===== src/rtl/tmds_mode_switcher_pkg.sv =====
// -----------------------------------------------------------------------------
// tmds_switch_pkg
// Shared types and constants for the TMDS DVI/HDMI mode switcher.
//   state_e    : switcher FSM states (RUN, WAIT_ORIGIN, MUTE)
//   CTL_TOKEN  : TMDS control token sent on every lane while muted
//   CX_W/CY_W  : coordinate widths of the encoder cores
//   is_origin  : frame-origin detector on a coordinate pair
// -----------------------------------------------------------------------------
package tmds_switch_pkg;

  typedef enum logic [1:0] {
    RUN         = 2'd0,
    WAIT_ORIGIN = 2'd1,
    MUTE        = 2'd2
  } state_e;

  localparam int TMDS_W = 10;
  localparam int CX_W   = 12;
  localparam int CY_W   = 11;

  localparam logic [TMDS_W-1:0] CTL_TOKEN = 10'b1101010100;

  function automatic logic is_origin(input logic [CX_W-1:0] x,
                                     input logic [CY_W-1:0] y);
    return (x == '0) && (y == '0);
  endfunction

endpackage


===== src/rtl/tmds_mode_switcher_if.sv =====
// -----------------------------------------------------------------------------
// tmds_mode_switcher_if
// Bundles the mode request, both encoder cores' symbols/coordinates and the
// switcher outputs.
//   slave  : the switcher (consumes core data, drives tmds_channels/cx/cy/status)
//   master : the surrounding video path (drives request and core data)
// Optional macro TMDS_SWITCH_COUNT_EN adds switch_count.
// -----------------------------------------------------------------------------
interface tmds_mode_switcher_if #(
  parameter int NUM_CHANNELS = 3
);

  logic                                   dvi_request;
  logic [NUM_CHANNELS-1:0][9:0]           tmds_hdmi;
  logic [NUM_CHANNELS-1:0][9:0]           tmds_dvi;
  logic [tmds_switch_pkg::CX_W-1:0]       cx_hdmi;
  logic [tmds_switch_pkg::CY_W-1:0]       cy_hdmi;
  logic [tmds_switch_pkg::CX_W-1:0]       cx_dvi;
  logic [tmds_switch_pkg::CY_W-1:0]       cy_dvi;
  logic [NUM_CHANNELS-1:0][9:0]           tmds_channels;
  logic [tmds_switch_pkg::CX_W-1:0]       cx;
  logic [tmds_switch_pkg::CY_W-1:0]       cy;
  logic                                   dvi_active;
  logic                                   switching;
`ifdef TMDS_SWITCH_COUNT_EN
  logic [15:0]                            switch_count;
`endif

  modport slave (
    input  dvi_request, tmds_hdmi, tmds_dvi, cx_hdmi, cy_hdmi, cx_dvi, cy_dvi,
`ifdef TMDS_SWITCH_COUNT_EN
    output switch_count,
`endif
    output tmds_channels, cx, cy, dvi_active, switching
  );

  modport master (
    output dvi_request, tmds_hdmi, tmds_dvi, cx_hdmi, cy_hdmi, cx_dvi, cy_dvi,
`ifdef TMDS_SWITCH_COUNT_EN
    input  switch_count,
`endif
    input  tmds_channels, cx, cy, dvi_active, switching
  );

endinterface


===== src/rtl/tmds_mode_switcher_sync.sv =====
// -----------------------------------------------------------------------------
// bit_synchroniser
// STAGES-deep flip-flop chain bringing a single asynchronous bit into clk_i.
//   clk_i : destination clock
//   rst_i : synchronous active-high reset, loads every stage with RESET_VAL
//   d_i   : asynchronous input bit
//   q_o   : synchronised output (last stage)
// -----------------------------------------------------------------------------
module bit_synchroniser #(
  parameter int STAGES    = 2,
  parameter bit RESET_VAL = 1'b0
) (
  input  logic clk_i,
  input  logic rst_i,
  input  logic d_i,
  output logic q_o
);

  logic [STAGES-1:0] sync_q;

  always_ff @(posedge clk_i) begin
    if (rst_i) begin
      sync_q <= {STAGES{RESET_VAL}};
    end else begin
      sync_q <= {sync_q[STAGES-2:0], d_i};
    end
  end

  assign q_o = sync_q[STAGES-1];

endmodule


===== src/rtl/tmds_mode_switcher.sv =====
// -----------------------------------------------------------------------------
// tmds_mode_switcher
// Glitch-managed run-time selector between the HDMI and DVI TMDS encoder
// cores. A (possibly asynchronous) DVI request is synchronised, the switch is
// deferred to a frame origin of the active core, and the lanes are then held
// at the control token for MUTE_FRAMES frame origins so the sink re-locks.
//
// Ports:
//   clk_pixel : pixel clock, the only clock
//   reset     : synchronous active-high reset
//   bus       : tmds_mode_switcher_if.slave
//                 in : dvi_request, tmds_hdmi/tmds_dvi, cx/cy of both cores
//                 out: tmds_channels (registered, 1-cycle latency),
//                      cx/cy (active core, combinational), dvi_active,
//                      switching, switch_count (TMDS_SWITCH_COUNT_EN only)
//
// Optional feature macro: TMDS_SWITCH_COUNT_EN
//   Adds a saturating 16-bit count of completed mode changes.
// -----------------------------------------------------------------------------
module tmds_mode_switcher
  import tmds_switch_pkg::*;
#(
  parameter int NUM_CHANNELS = 3,
  parameter int MUTE_FRAMES  = 2,
  parameter int SYNC_STAGES  = 2,
  parameter bit DVI_AT_RESET = 1'b0
) (
  input  logic                 clk_pixel,
  input  logic                 reset,
  tmds_mode_switcher_if.slave  bus
);

  localparam logic [7:0] MUTE_LOAD = 8'(MUTE_FRAMES - 1);

  state_e                       state_q;
  logic                         dvi_active_q;
  logic [7:0]                   mute_cnt_q;
  logic                         origin_q;
  logic [NUM_CHANNELS-1:0][9:0] tmds_q;
  logic [NUM_CHANNELS-1:0][9:0] tmds_d;
  logic                         req_s;
  logic                         origin;
  logic                         frame_pulse;
  logic [CX_W-1:0]              cx_sel;
  logic [CY_W-1:0]              cy_sel;

`ifdef TMDS_SWITCH_COUNT_EN
  logic [15:0]                  switch_count_q;

  function automatic logic [15:0] sat_inc16(input logic [15:0] v);
    return (v == 16'hFFFF) ? v : v + 16'd1;
  endfunction
`endif

  bit_synchroniser #(
    .STAGES    (SYNC_STAGES),
    .RESET_VAL (DVI_AT_RESET)
  ) u_req_sync (
    .clk_i (clk_pixel),
    .rst_i (reset),
    .d_i   (bus.dvi_request),
    .q_o   (req_s)
  );

  // Coordinates follow the mode currently on the wire, so during a mute the
  // origin detector keeps tracking the core that is being switched away from.
  assign cx_sel = dvi_active_q ? bus.cx_dvi : bus.cx_hdmi;
  assign cy_sel = dvi_active_q ? bus.cy_dvi : bus.cy_hdmi;

  // Edge-detect the origin so a coordinate stalled at (0,0) counts once.
  assign origin      = is_origin(cx_sel, cy_sel);
  assign frame_pulse = origin && !origin_q;

  always_comb begin
    tmds_d = tmds_q;
    if (state_q == MUTE) begin
      tmds_d = {NUM_CHANNELS{CTL_TOKEN}};
    end else if (dvi_active_q) begin
      tmds_d = bus.tmds_dvi;
    end else begin
      tmds_d = bus.tmds_hdmi;
    end
  end

  // ---- output register stage / mode FSM ----
  always_ff @(posedge clk_pixel) begin
    if (reset) begin
      state_q      <= RUN;
      dvi_active_q <= DVI_AT_RESET;
      mute_cnt_q   <= '0;
      origin_q     <= 1'b0;
      tmds_q       <= {NUM_CHANNELS{CTL_TOKEN}};
`ifdef TMDS_SWITCH_COUNT_EN
      switch_count_q <= '0;
`endif
    end else begin
      origin_q <= origin;
      tmds_q   <= tmds_d;
      case (state_q)
        RUN: begin
          // A coincident frame_pulse is deliberately not consumed here; the
          // mute is anchored to the next clean origin.
          if (req_s != dvi_active_q) begin
            state_q <= WAIT_ORIGIN;
          end
        end
        WAIT_ORIGIN: begin
          if (req_s == dvi_active_q) begin
            state_q <= RUN;
          end else if (frame_pulse) begin
            state_q    <= MUTE;
            mute_cnt_q <= MUTE_LOAD;
          end
        end
        MUTE: begin
          // Request reversals do not abort the mute; the mode taken at exit
          // is whatever the synchronised request is on the final origin.
          if (frame_pulse) begin
            if (mute_cnt_q == '0) begin
              dvi_active_q <= req_s;
              state_q      <= RUN;
`ifdef TMDS_SWITCH_COUNT_EN
              if (req_s != dvi_active_q) begin
                switch_count_q <= sat_inc16(switch_count_q);
              end
`endif
            end else begin
              mute_cnt_q <= mute_cnt_q - 8'd1;
            end
          end
        end
        default: begin
          state_q <= RUN;
        end
      endcase
    end
  end

  assign bus.tmds_channels = tmds_q;
  assign bus.cx            = cx_sel;
  assign bus.cy            = cy_sel;
  assign bus.dvi_active    = dvi_active_q;
  assign bus.switching     = (state_q != RUN);
`ifdef TMDS_SWITCH_COUNT_EN
  assign bus.switch_count  = switch_count_q;
`endif

endmodule


===== src/flat_wrapper.sv =====
// flat-port wrapper written by rule: the top's interface ports become plain ports
module tmds_mode_switcher_flat import tmds_switch_pkg::*;
#(
  parameter int NUM_CHANNELS = 3,
  parameter int MUTE_FRAMES  = 2,
  parameter int SYNC_STAGES  = 2,
  parameter bit DVI_AT_RESET = 1'b0
)
  (clk_pixel, reset, bus_dvi_request, bus_tmds_hdmi, bus_tmds_dvi, bus_cx_hdmi, bus_cy_hdmi, bus_cx_dvi, bus_cy_dvi, bus_tmds_channels, bus_cx, bus_cy, bus_dvi_active, bus_switching);
  tmds_mode_switcher_if #(.NUM_CHANNELS(NUM_CHANNELS)) bus_i ();
  input  logic clk_pixel;
  input  logic reset;
  input wire logic [$bits(bus_i.dvi_request)-1:0] bus_dvi_request;
  input wire logic [$bits(bus_i.tmds_hdmi)-1:0] bus_tmds_hdmi;
  input wire logic [$bits(bus_i.tmds_dvi)-1:0] bus_tmds_dvi;
  input wire logic [$bits(bus_i.cx_hdmi)-1:0] bus_cx_hdmi;
  input wire logic [$bits(bus_i.cy_hdmi)-1:0] bus_cy_hdmi;
  input wire logic [$bits(bus_i.cx_dvi)-1:0] bus_cx_dvi;
  input wire logic [$bits(bus_i.cy_dvi)-1:0] bus_cy_dvi;
  output wire logic [$bits(bus_i.tmds_channels)-1:0] bus_tmds_channels;
  output wire logic [$bits(bus_i.cx)-1:0] bus_cx;
  output wire logic [$bits(bus_i.cy)-1:0] bus_cy;
  output wire logic [$bits(bus_i.dvi_active)-1:0] bus_dvi_active;
  output wire logic [$bits(bus_i.switching)-1:0] bus_switching;
  assign bus_i.dvi_request = bus_dvi_request;
  assign bus_i.tmds_hdmi = bus_tmds_hdmi;
  assign bus_i.tmds_dvi = bus_tmds_dvi;
  assign bus_i.cx_hdmi = bus_cx_hdmi;
  assign bus_i.cy_hdmi = bus_cy_hdmi;
  assign bus_i.cx_dvi = bus_cx_dvi;
  assign bus_i.cy_dvi = bus_cy_dvi;
  assign bus_tmds_channels = bus_i.tmds_channels;
  assign bus_cx = bus_i.cx;
  assign bus_cy = bus_i.cy;
  assign bus_dvi_active = bus_i.dvi_active;
  assign bus_switching = bus_i.switching;
  tmds_mode_switcher #(.NUM_CHANNELS(NUM_CHANNELS), .MUTE_FRAMES(MUTE_FRAMES), .SYNC_STAGES(SYNC_STAGES), .DVI_AT_RESET(DVI_AT_RESET)) u_core (.clk_pixel(clk_pixel), .reset(reset), .bus(bus_i));
endmodule

===== config.mk =====
export PLATFORM = sky130hd
export DESIGN_NAME = tmds_mode_switcher_flat
export DESIGN_NICKNAME = d
export VERILOG_FILES = /design/src/rtl/tmds_mode_switcher_pkg.sv /design/src/rtl/tmds_mode_switcher_if.sv /design/src/rtl/tmds_mode_switcher_sync.sv /design/src/rtl/tmds_mode_switcher.sv /design/src/flat_wrapper.sv
export SDC_FILE = /design/constraint.sdc
export NUM_CORES = 1
export LEC_CHECK = 0
export BUFFER_PORTS_ARGS = -buffer_cell sky130_fd_sc_hd__buf_2
export CORE_MARGIN = 2
export CORE_UTILIZATION = 36
export DETAILED_ROUTE_END_ITERATION = 7
export PLACE_DENSITY = 0.76
export SETUP_SLACK_MARGIN = 0.3
export SYNTH_ARGS = -nofsm -noshare
export SYNTH_HDL_FRONTEND = slang
export SYNTH_HIERARCHICAL = 1
export SYNTH_SLANG_ARGS = --single-unit

===== constraint.sdc =====
create_clock -name clk_pixel -period 2.1 [get_ports clk_pixel]
set_input_delay 0.315 -clock clk_pixel [delete_from_list [all_inputs] [get_ports clk_pixel]]
set_output_delay 0.315 -clock clk_pixel [all_outputs]
set_load 0.01 [all_outputs]

==> Word-level counts from Yosys, hierarchy flattened <==
Cells that the tools add are included.
{ "totals": {"ff_bits": 44, "inputBits": 109, "elab_cells": 47} }
{ "op_classes": {"addsub": 1, "eq_ne": 11, "muxes": 14, "n_reduce_logical": 13} }
{ "op_table": {"columns": ["operator", "count"], "rows": [
  ["$mux 8", 4],
  ["$mux 30", 1],
  ["$pmux 8 s2", 1],
  ["$logic_not 12->1", 1],
  ["$mux 12", 1],
  ["$logic_not 11->1", 1],
  ["$mux 11", 1],
  ["$mux 2", 5],
  ["$logic_not 8->1", 1],
  ["$sub 8x1->8 const B", 1],
  ["$ne 2x1->1 const B", 3],
  ["$ne 2x2->1 const B", 3],
  ["$pmux 2 s3", 1],
  ["$reduce_and 5->1", 1],
  ["$reduce_and 4->1", 1],
  ["$reduce_bool 2->1", 2],
  ["$ne 3x1->1 const B", 1],
  ["$reduce_and 3->1", 1],
  ["$eq 2x1->1 const B", 1],
  ["$eq 2x2->1 const B", 1],
  ["$logic_and 1x1->1", 2],
  ["$logic_not 2->1", 1],
  ["$reduce_or 2->1", 1],
  ["$eq 1x1->1", 1],
  ["2 further kinds", 2]
]} }

==> Longest topological paths before layout <==
Gate-level depths: netlist of run 1.
{ "depth": {"depth_word": 7, "mapped_depth": 8} }

==> Cells and area by module <==
The synthesis of run 1 kept the hierarchy.
{ "modules_own_cells": {"columns": ["module", "n_inst", "cells_each", "area_per_inst_um2", "seq_area_each_um2"], "rows": [
  ["tmds_mode_switcher", 1, 227, 2130.8, 840.8],
  ["bit_synchroniser", 1, 4, 52.6, 40.0]
]} }

==> Worst setup path before layout of run 1 <==
No wires, ideal clock.
{ "synth_path": {"path_type": "reg-to-reg", "start": "reg u_core.dvi_active_q (netlist: u_core/bus.dvi_active)", "end": "reg u_core.state_q[0]", "setup_time_ns": 0.121, "arrival_ns": 2.295, "t_required_ns": 1.979, "path_slack_ns": -0.315, "stages_incl_launch_ff": 7, "path_cell_list": "dfxtp_1 buf_6 mux2_2 or4_1 a2111o_1 nor3_1 mux2_2"} }
{ "synth_between": {"elab_chain_len": 6} }
{ "synth_lines": {"columns": ["item", "line_no", "rtl"], "rows": [
  ["start, declared", "tmds_mode_switcher.sv:36", "logic dvi_active_q;"],
  ["start signal, assigned", "tmds_mode_switcher.sv:120", "dvi_active_q <= req_s;"],
  ["$mux 12 (*)", "tmds_mode_switcher.sv:67", "assign cx_sel = dvi_active_q ? bus.cx_dvi : bus.cx_hdmi;"],
  ["named net bus_cx[6]", "flat_wrapper.sv:21", "output wire logic [$bits(bus_i.cx)-1:0] bus_cx;"],
  ["$logic_not 12->1 (*)", "tmds_mode_switcher_pkg.sv:25", "return (x == '0) && (y == '0);"],
  ["$logic_and 1x1->1 (*)", "tmds_mode_switcher_pkg.sv:25", null],
  ["$logic_and 1x1->1 (*)", "tmds_mode_switcher.sv:72", "assign frame_pulse = origin && !origin_q;"],
  ["$ne 3x1->1 (no source line) or $ne 2x1->1 (tied branches)", null, null],
  ["$reduce_and 4->1 (no source line) (*)", null, null],
  ["end signal, assigned", "tmds_mode_switcher.sv:88", "state_q <= RUN;"],
  ["end signal, assigned", "tmds_mode_switcher.sv:104", "state_q <= WAIT_ORIGIN;"],
  ["end signal, assigned", "tmds_mode_switcher.sv:109", "state_q <= RUN;"],
  ["end, declared", "tmds_mode_switcher.sv:35", "state_e state_q;"]
]} }
Mark *: on every way through the listed nets, which the timed path passes. The rest lies on a longest branch.
A chain may end at the register's enable or synchronous reset.

==> Final worst setup path of run 1 <==
{ "layout_path": {"start": "reg u_core.dvi_active_q (netlist: u_core/bus.dvi_active)", "end": "reg u_core.mute_cnt_q[3]"} }
{ "layout_between": {"elab_chain_len": 6} }
{ "layout_lines": {"columns": ["item", "line_no", "rtl"], "rows": [
  ["$mux 12 or $mux 11 (tied branches)", "tmds_mode_switcher.sv:67, tmds_mode_switcher.sv:68", null],
  ["$logic_not 12->1 or $logic_not 11->1 (tied branches)", "tmds_mode_switcher_pkg.sv:25", null],
  ["$logic_and 1x1->1", "tmds_mode_switcher_pkg.sv:25", null],
  ["$logic_and 1x1->1", "tmds_mode_switcher.sv:72", null],
  ["$ne 2x1->1 (no source line)", null, null],
  ["$reduce_and 5->1 (no source line) (*)", null, null],
  ["end signal, assigned", "tmds_mode_switcher.sv:128", "mute_cnt_q <= mute_cnt_q - 8'd1;"],
  ["end, declared", "tmds_mode_switcher.sv:37", "logic [7:0] mute_cnt_q;"]
]} }
Every way passes the cells marked *; elsewhere a longest branch is shown, timed or not.

==> impl_metrics.toml, run 1 <==
[final_layout]
multi_input_area_sq_um = 1260
fillers = 548
antennaDiodeCount = 0
syn_to_final_growth_pct = 52.1
seq_area_sq_um = 885
drive_gt1_share_pct = 54.3
nNetsFinal = 513
final_core_util_pct = 56.4

[timing]
timing.final.crit_period_ns = 2.36
hold_viol = 0
setup_tns_ns = -2.43
hold_ws_ns = 0.225
setup_viol = 12
finClkSkew_ns = 0.0108
maxClockFrequency_mhz = 423
drv_slew = 0
tightest_slew_ns = 0.994
max_slew_margin_pct = 33.5
fin_crit_sh_pct = 113
timing.final.ws_setup_ns = -0.264
rsz0062_at_grt = "yes"

[clocking]
cts.sinks = 44
cts_buffers = 5
clk_latency_ns = 0.30
path_clk_slew_ns = 0.09
h-tree-depth = 2
ctsLongestPathBuffers = 2
cts-root-buf = "clkbuf_8"
cts_tree = "yes"

[die]
io_pins = 164
core_area_sq_um = 5890
die-area_sq_um = 6700
rows = 28
dieWidth_microns = 81.9
dieHeight_microns = 81.9
start_util_pct = 37.1

[drt]
drtPass1Iterations = 4
met3_length_microns = 650
vias_per_cell = 4.92
met2WireLength_microns = 3470
wl_met1_microns = 2280
ant_nets = 0
drc = 0
via_count = 2350
wl_microns = 6450
topRoutingLayerUsed = "met4"
post_drt_wl_per_cell_microns = 13.5
initialDrtViolationCount = 127

[setup_path]
crit_path_max_incr_delay_ns = 0.52
reg2reg_to = "u_core/mute_cnt_q[3]"
cp_top_family = "simple AND/OR/NAND/NOR gates"
worstSetupPathType = "reg -> reg"
crit_buf_inv = 1
crit_path_start = "u_core/bus.dvi_active"
cp_data_arrival_time_ns = 2.58
worstPathRequired_ns = 2.32
reg2regPathDepth = 6
r2r_setup_slack_ns = -0.26
critical_path_peak_fanout = 7
endpoint = "u_core/mute_cnt_q[3]"
timing.rr.start = "u_core/bus.dvi_active"
cp_cell_sequence = "mux2_4 > or4_4 > a2111o_1 > buf_6 > nand4b_1 > o31ai_1"
cp.depth = 6
cp_slowest_cell = "or4_4"
cp-end-kind = "register"
start_kind = "register"

[synth]
synth_area_sq_um = 2180
syn_nets = 342
yosysWarningCount = 6
synth_edf_count = 0
synth.avg_cell_area_sq_um = 9.45
ys_ff_latch = 44
netlist_instances = 231
yosysSeqAreaShare_pct = 40.3
ys.flop_type = "dfxtp_1"
yosysUniqueCellTypes = 41
async_flop_share_pct = 0

[min_path]
min_path_type = "in -> reg"
min-delay-start = "bus_tmds_hdmi[16]"

[global_routing]
grtUsageTotal_pct = 16.9
grt_pass1_vias = 2029
grt_pass1_wl_microns = 8650
grt_max_degree = 25
antenna_found_initial = 0
overflow = 0

[pwr]
report.power.total_mw = 1.84
share_comb_of_total_power_pct = 15.3
seqPwrFrac_pct = 47.5
pwr-share-clk_pct = 37.2
p_leak_nw = 1.54
intPower_mw = 1.41
power_switching_mw = 0.434
ir_drop_uv = 356
sw_frac_of_total_pct = 23.6
power_density_nw_per_um2 = 554

[placement]
pre_cts_ws_ns = -0.323
place_hpwl_microns = 5110
portBuffers = 163
place.gp.congestion = 0.768

[status]
outcome = "finished with violations"
violations = "setup timing"

[flow_run]
max_cap_violations = 0
==> through the flow <==
stage / cells / cell area [sq um]
floorplan: 231 / 2200
global placement: 468 / 3130
detailed placement: 468 / 3130
CTS: 476 / 3280
global route: 478 / 3320
finish: 478 / 3320
==> timing repair <==
action / CTS / global route
hold buffers: 0 / 0
endpoints found under the setup margin: 22 / 31
setup buffers: 0 / 1
gates resized for setup: 7 / 5
gates cloned: 0 / 1
pin swaps: 3 / 0
==> tightest hold or removal path, delay by kind of cell <==
kind	cells	cell delay (ns)
buffers and inverters	1	0.07
multiplexers	1	0.05
AND/OR/NAND/NOR	1	0.05
==> cells in the mapped netlist (all sizes together), types with 3 or more instances <==
cell type	instances	area, sq um
nor2b	3	18.8
nor3	10	50.1
mux2	25	289
nor4	5	37.5
o21ai	7	35.0
inv	6	22.5
dfxtp	44	881
nand2	19	71.3
buf	7	36.3
o311ai	6	52.6
mux2i	31	310
a21oi	3	15.0
or3b	3	26.3
or4	3	22.5
nor2	31	116
clkbuf	6	22.5
==> layout make-up <==
cell class	instances	area share, %
inverter	6	0.678
sequential	44	26.6
timing repair buffer	177	28.3
tap	75	2.83
multi-input combinational	168	37.9
clock buffer	6	2.49
clock inverter	2	1.17
==> power by group through the flow <==
stage / combinational [mW] / clock (mW) / sequential (mW)
finish: 0.281 / 0.685 / 0.874
global route: 0.309 / 0.732 / 0.878
CTS: 0.284 / 0.701 / 0.874
global placement: 0.276 / 0 / 0.894
detailed placement: 0.282 / 0 / 0.895
floorplan: 0.0881 / 0 / 0.912
==> flip-flops by register name (all words and copies together), names as in the netlist <==
register	cells
u_core/state_q	2
u_core/bus.tmds_channels	30
u_core/mute_cnt_q	8
u_core/bus.dvi_active	1
u_core/origin_q	1
u_core/u_req_sync/sync_q	2
==> worst min-delay path by stage <==
stage                                    to  slack, ns  depth (start not counted)
6_report       u_core/bus.tmds_channels[16]       0.22                          3
4_1_cts        u_core/bus.tmds_channels[16]       0.21                          3
5_1_grt        u_core/bus.tmds_channels[18]       0.22                          3
3_5_place_dp    u_core/u_req_sync/sync_q[1]       0.44                          1
3_3_place_gp    u_core/u_req_sync/sync_q[1]       0.43                          1
2_1_floorplan   u_core/u_req_sync/sync_q[0]       0.39                          1
==> cell families (layout without fill, tap and decap cells) <==
| family | count (synthesis) | count (layout) | synth area share, % |
|---|---|---|---|
| compound gates | 25 | 25 | 8.14 |
| mux | 56 | 56 | 27.5 |
| fa+ha+maj | 2 | 2 | 1.15 |
| flops | 44 | 44 | 40.3 |
| simple gates | 84 | 84 | 18.8 |
| buf+inv | 19 | 191 | 3.72 |
| xor+xnor | 1 | 1 | 0.401 |
==> layout by cell type (no fill, tap or decap), types with 2 or more instances in the layout <==
cell / netlist / layout
nor2_1: 31 / 31
buf_6: 1 / 2
dfxtp_1: 44 / 43
nand4_1: 2 / 2
nor4_1: 4 / 4
clkbuf_8: 0 / 6
buf_4: 0 / 10
buf_2: 2 / 164
o21ai_0: 6 / 4
or3b_2: 2 / 2
nor3_1: 10 / 9
o311ai_1: 0 / 5
nor2b_1: 3 / 3
or4_1: 3 / 2
mux2_4: 2 / 4
inv_1: 6 / 6
mux2_2: 23 / 21
a21oi_1: 3 / 3
o21ai_1: 1 / 3
nand2_1: 19 / 19
ha_1: 2 / 2
mux2i_1: 31 / 31
==> layer usage <==
| layer | GRT usage (%) | up-vias |
|---|---|---|
| met5 | 0 | - |
| met4 | 6.17 | 0 |
| met3 | 4.62 | 6 |
| met2 | 34.6 | 131 |
| met1 | 15.5 | 1045 |
| li1 | - | 1168 |
No activity file was read; power rests on OpenSTA's default activity.
==> run 2, diff against run 1 <==
--- a/config.mk
+++ b/config.mk
@@ -6,7 +6,7 @@
 export NUM_CORES = 1
 export LEC_CHECK = 0
 export BUFFER_PORTS_ARGS = -buffer_cell sky130_fd_sc_hd__buf_2
-export CORE_MARGIN = 2
+export CAP_MARGIN = 40
 export CORE_UTILIZATION = 36
 export DETAILED_ROUTE_END_ITERATION = 7
 export PLACE_DENSITY = 0.76
==> run 2 against run 1 <==
The flow still finishes with violations (setup timing). Power decreased by 0.65%. Combinational power increased by 2%. Clock skew decreased by 0.0091 ns. Global-route usage increased by 2.1 points. Sequential share of layout area decreased by 0.60 points. Clock-buffer cell count unchanged. Non-clock buffer count increased by 2. Maximum frequency decreased by 3.3%. First-iteration DRC count increased by 24%. Cell area increased by 2.3%. Critical path type unchanged. Critical endpoint unchanged.
==> impl_metrics.toml, run 2 (synthesis results as in run 1) <==
[status]
outcome = "finished with violations"
violations = "setup timing"

[final_layout]
layout_common_cells = "buf_2 (163), dfxtp_1 (43), nor2_1 (31), mux2i_1 (31), mux2_2 (22)"
seq_area_sq_um = 885
antennaDiodeCount = 0
drive_gt1_share_pct = 55.4
largest_reg_flops = 30
fin_area_sq_um = 3400
nNetsFinal = 516
multi_input_area_sq_um = 1300
fillers = 519
syn_to_final_growth_pct = 55.6
final_common_cell = "buf_2"

[pwr]
power_switching_mw = 0.421
ir_drop_uv = 425
pwr-share-clk_pct = 36.5
p_leak_nw = 1.56
report.power.total_mw = 1.83
power_density_nw_per_um2 = 538
share_comb_of_total_power_pct = 15.7
seqPwrFrac_pct = 47.8
sw_frac_of_total_pct = 23.0
intPower_mw = 1.41

[setup_path]
r2r_setup_slack_ns = -0.34
reg2reg_to = "u_core/mute_cnt_q[3]"
worstSetupPathType = "reg -> reg"
cp-end-kind = "register"
cp_data_arrival_time_ns = 2.61
cp_slowest_cell = "or4_4"
critical_path_peak_fanout = 6
reg2regPathDepth = 6
cp_cell_sequence = "mux2_4 > or4_4 > a2111o_1 > buf_6 > o311ai_1 > o31ai_1"
crit_path_max_incr_delay_ns = 0.54
worstPathRequired_ns = 2.26
timing.rr.start = "u_core/bus.dvi_active"
start_kind = "register"

[global_routing]
grt_pass1_vias = 2171
grt_max_degree = 40
antenna_found_initial = 0
grt_busiest_layer = "met2"
met3_usage_pct = 4.80
grt_use_met2_pct = 37.3
gr-usage-met1_pct = 19.0
grtUsageTotal_pct = 19.0
grt_pass1_wl_microns = 9500
overflow = 0

[clocking]
cts_buffers = 5
path_clk_slew_ns = 0.08
cts-root-buf = "clkbuf_8"
cts_tree = "yes"
h-tree-depth = 2
clk_latency_ns = 0.28
cts.sinks = 44
hold_buffers = 0
ctsLongestPathBuffers = 2

[drt]
drc = 0
drtPass1Iterations = 4
vias_per_cell = 5.09
ant_nets = 0
via_count = 2434
initialDrtViolationCount = 157
wl_microns = 6830
post_drt_wl_per_cell_microns = 14.3

[min_path]
min-delay-start = "bus_tmds_hdmi[19]"
holdPathStages = 3
holdPathEnd = "u_core/bus.tmds_channels[19]"
min_path_type = "in -> reg"

[die]
dieWidth_microns = 79.9
dieHeight_microns = 79.9
start_util_pct = 38.5
core_area_sq_um = 5680
die-area_sq_um = 6380
io_pins = 164
rows = 27

[placement]
portBuffers = 163
place_area_sq_um = 3130
pre_cts_ws_ns = -0.373
place_hpwl_microns = 5210
place.gp.congestion = 0.837

[timing]
drv_slew = 0
finClkSkew_ns = 0.00167
rsz0062_at_grt = "yes"
tightest_slew_ns = 0.451
max_slew_margin_pct = 69.9
setup_tns_ns = -2.89
maxClockFrequency_mhz = 409
fin_crit_sh_pct = 116
timing.final.ws_setup_ns = -0.344
hold_viol = 0
timing.final.crit_period_ns = 2.44
setup_viol = 11

[flow_run]
max_cap_violations = 0
==> run 2: worst max-delay path, delay by kind of cell, from the launching register on <==
family                 cells  cell delay (ns)
AO/OA/AOI/OAI              3             0.87
buffers and inverters      1             0.19
flip-flops                 1             0.40
multiplexers               1             0.31
AND/OR/NAND/NOR            1             0.54
==> run 2: power by group through the flow <==
| stage | Sequential [mW] | Combinational, mW | Clock [mW] |
|---|---|---|---|
| 6_report | 0.874 | 0.286 | 0.667 |
| 5_1_grt | 0.878 | 0.312 | 0.726 |
| 4_1_cts | 0.874 | 0.286 | 0.691 |
| 3_5_place_dp | 0.895 | 0.283 | 0 |
| 3_3_place_gp | 0.894 | 0.276 | 0 |
| 2_1_floorplan | 0.912 | 0.0881 | 0 |
==> run 2: stage by stage <==
step                utilization, %  instances  hold WS, ns
floorplan                        -        231        0.387
global placement              55.0        464        0.426
detailed placement            55.1        465        0.424
CTS                           58.5        476        0.223
global route                  59.9        478        0.232
finish                        59.9        478        0.235
==> run 2: what timing repair did <==
action                                  CTS  global route
gates resized for setup                  10            11
endpoints found under the setup margin   31            26
pin swaps                                 2             5
gates cloned                              1             0
setup buffers                             2             2
==> run 2: worst max path at each step <==
stage / slack [ns] / endpoint / start
5_1_grt: -0.43 / u_core/mute_cnt_q[3] / u_core/bus.dvi_active
3_5_place_dp: -0.37 / u_core/mute_cnt_q[2] / u_core/bus.dvi_active
4_1_cts: -0.27 / u_core/mute_cnt_q[1] / u_core/bus.dvi_active
2_1_floorplan: -0.28 / u_core/mute_cnt_q[1] / u_core/bus.dvi_active
3_3_place_gp: -0.31 / u_core/mute_cnt_q[1] / u_core/bus.dvi_active
6_report: -0.34 / u_core/mute_cnt_q[3] / u_core/bus.dvi_active
==> run 2: cell type report <==
type | instances | area share [%]
clock inverters | 2 | 1.14
flip-flops and latches | 44 | 26.0
clock buffers | 6 | 2.43
repair buffers | 179 | 28.8
well taps | 72 | 2.65
multi-input cells | 169 | 38.3
inverters | 6 | 0.663
==> run 2: per-layer routing <==
| metal | share of wire, % | vias up |
|---|---|---|
| li1 | - | 1181 |
| met1 | 35 | 1098 |
| met2 | 53 | 144 |
| met3 | 10 | 11 |
| met4 | 1.7 | 0 |
| met5 | 0 | - |
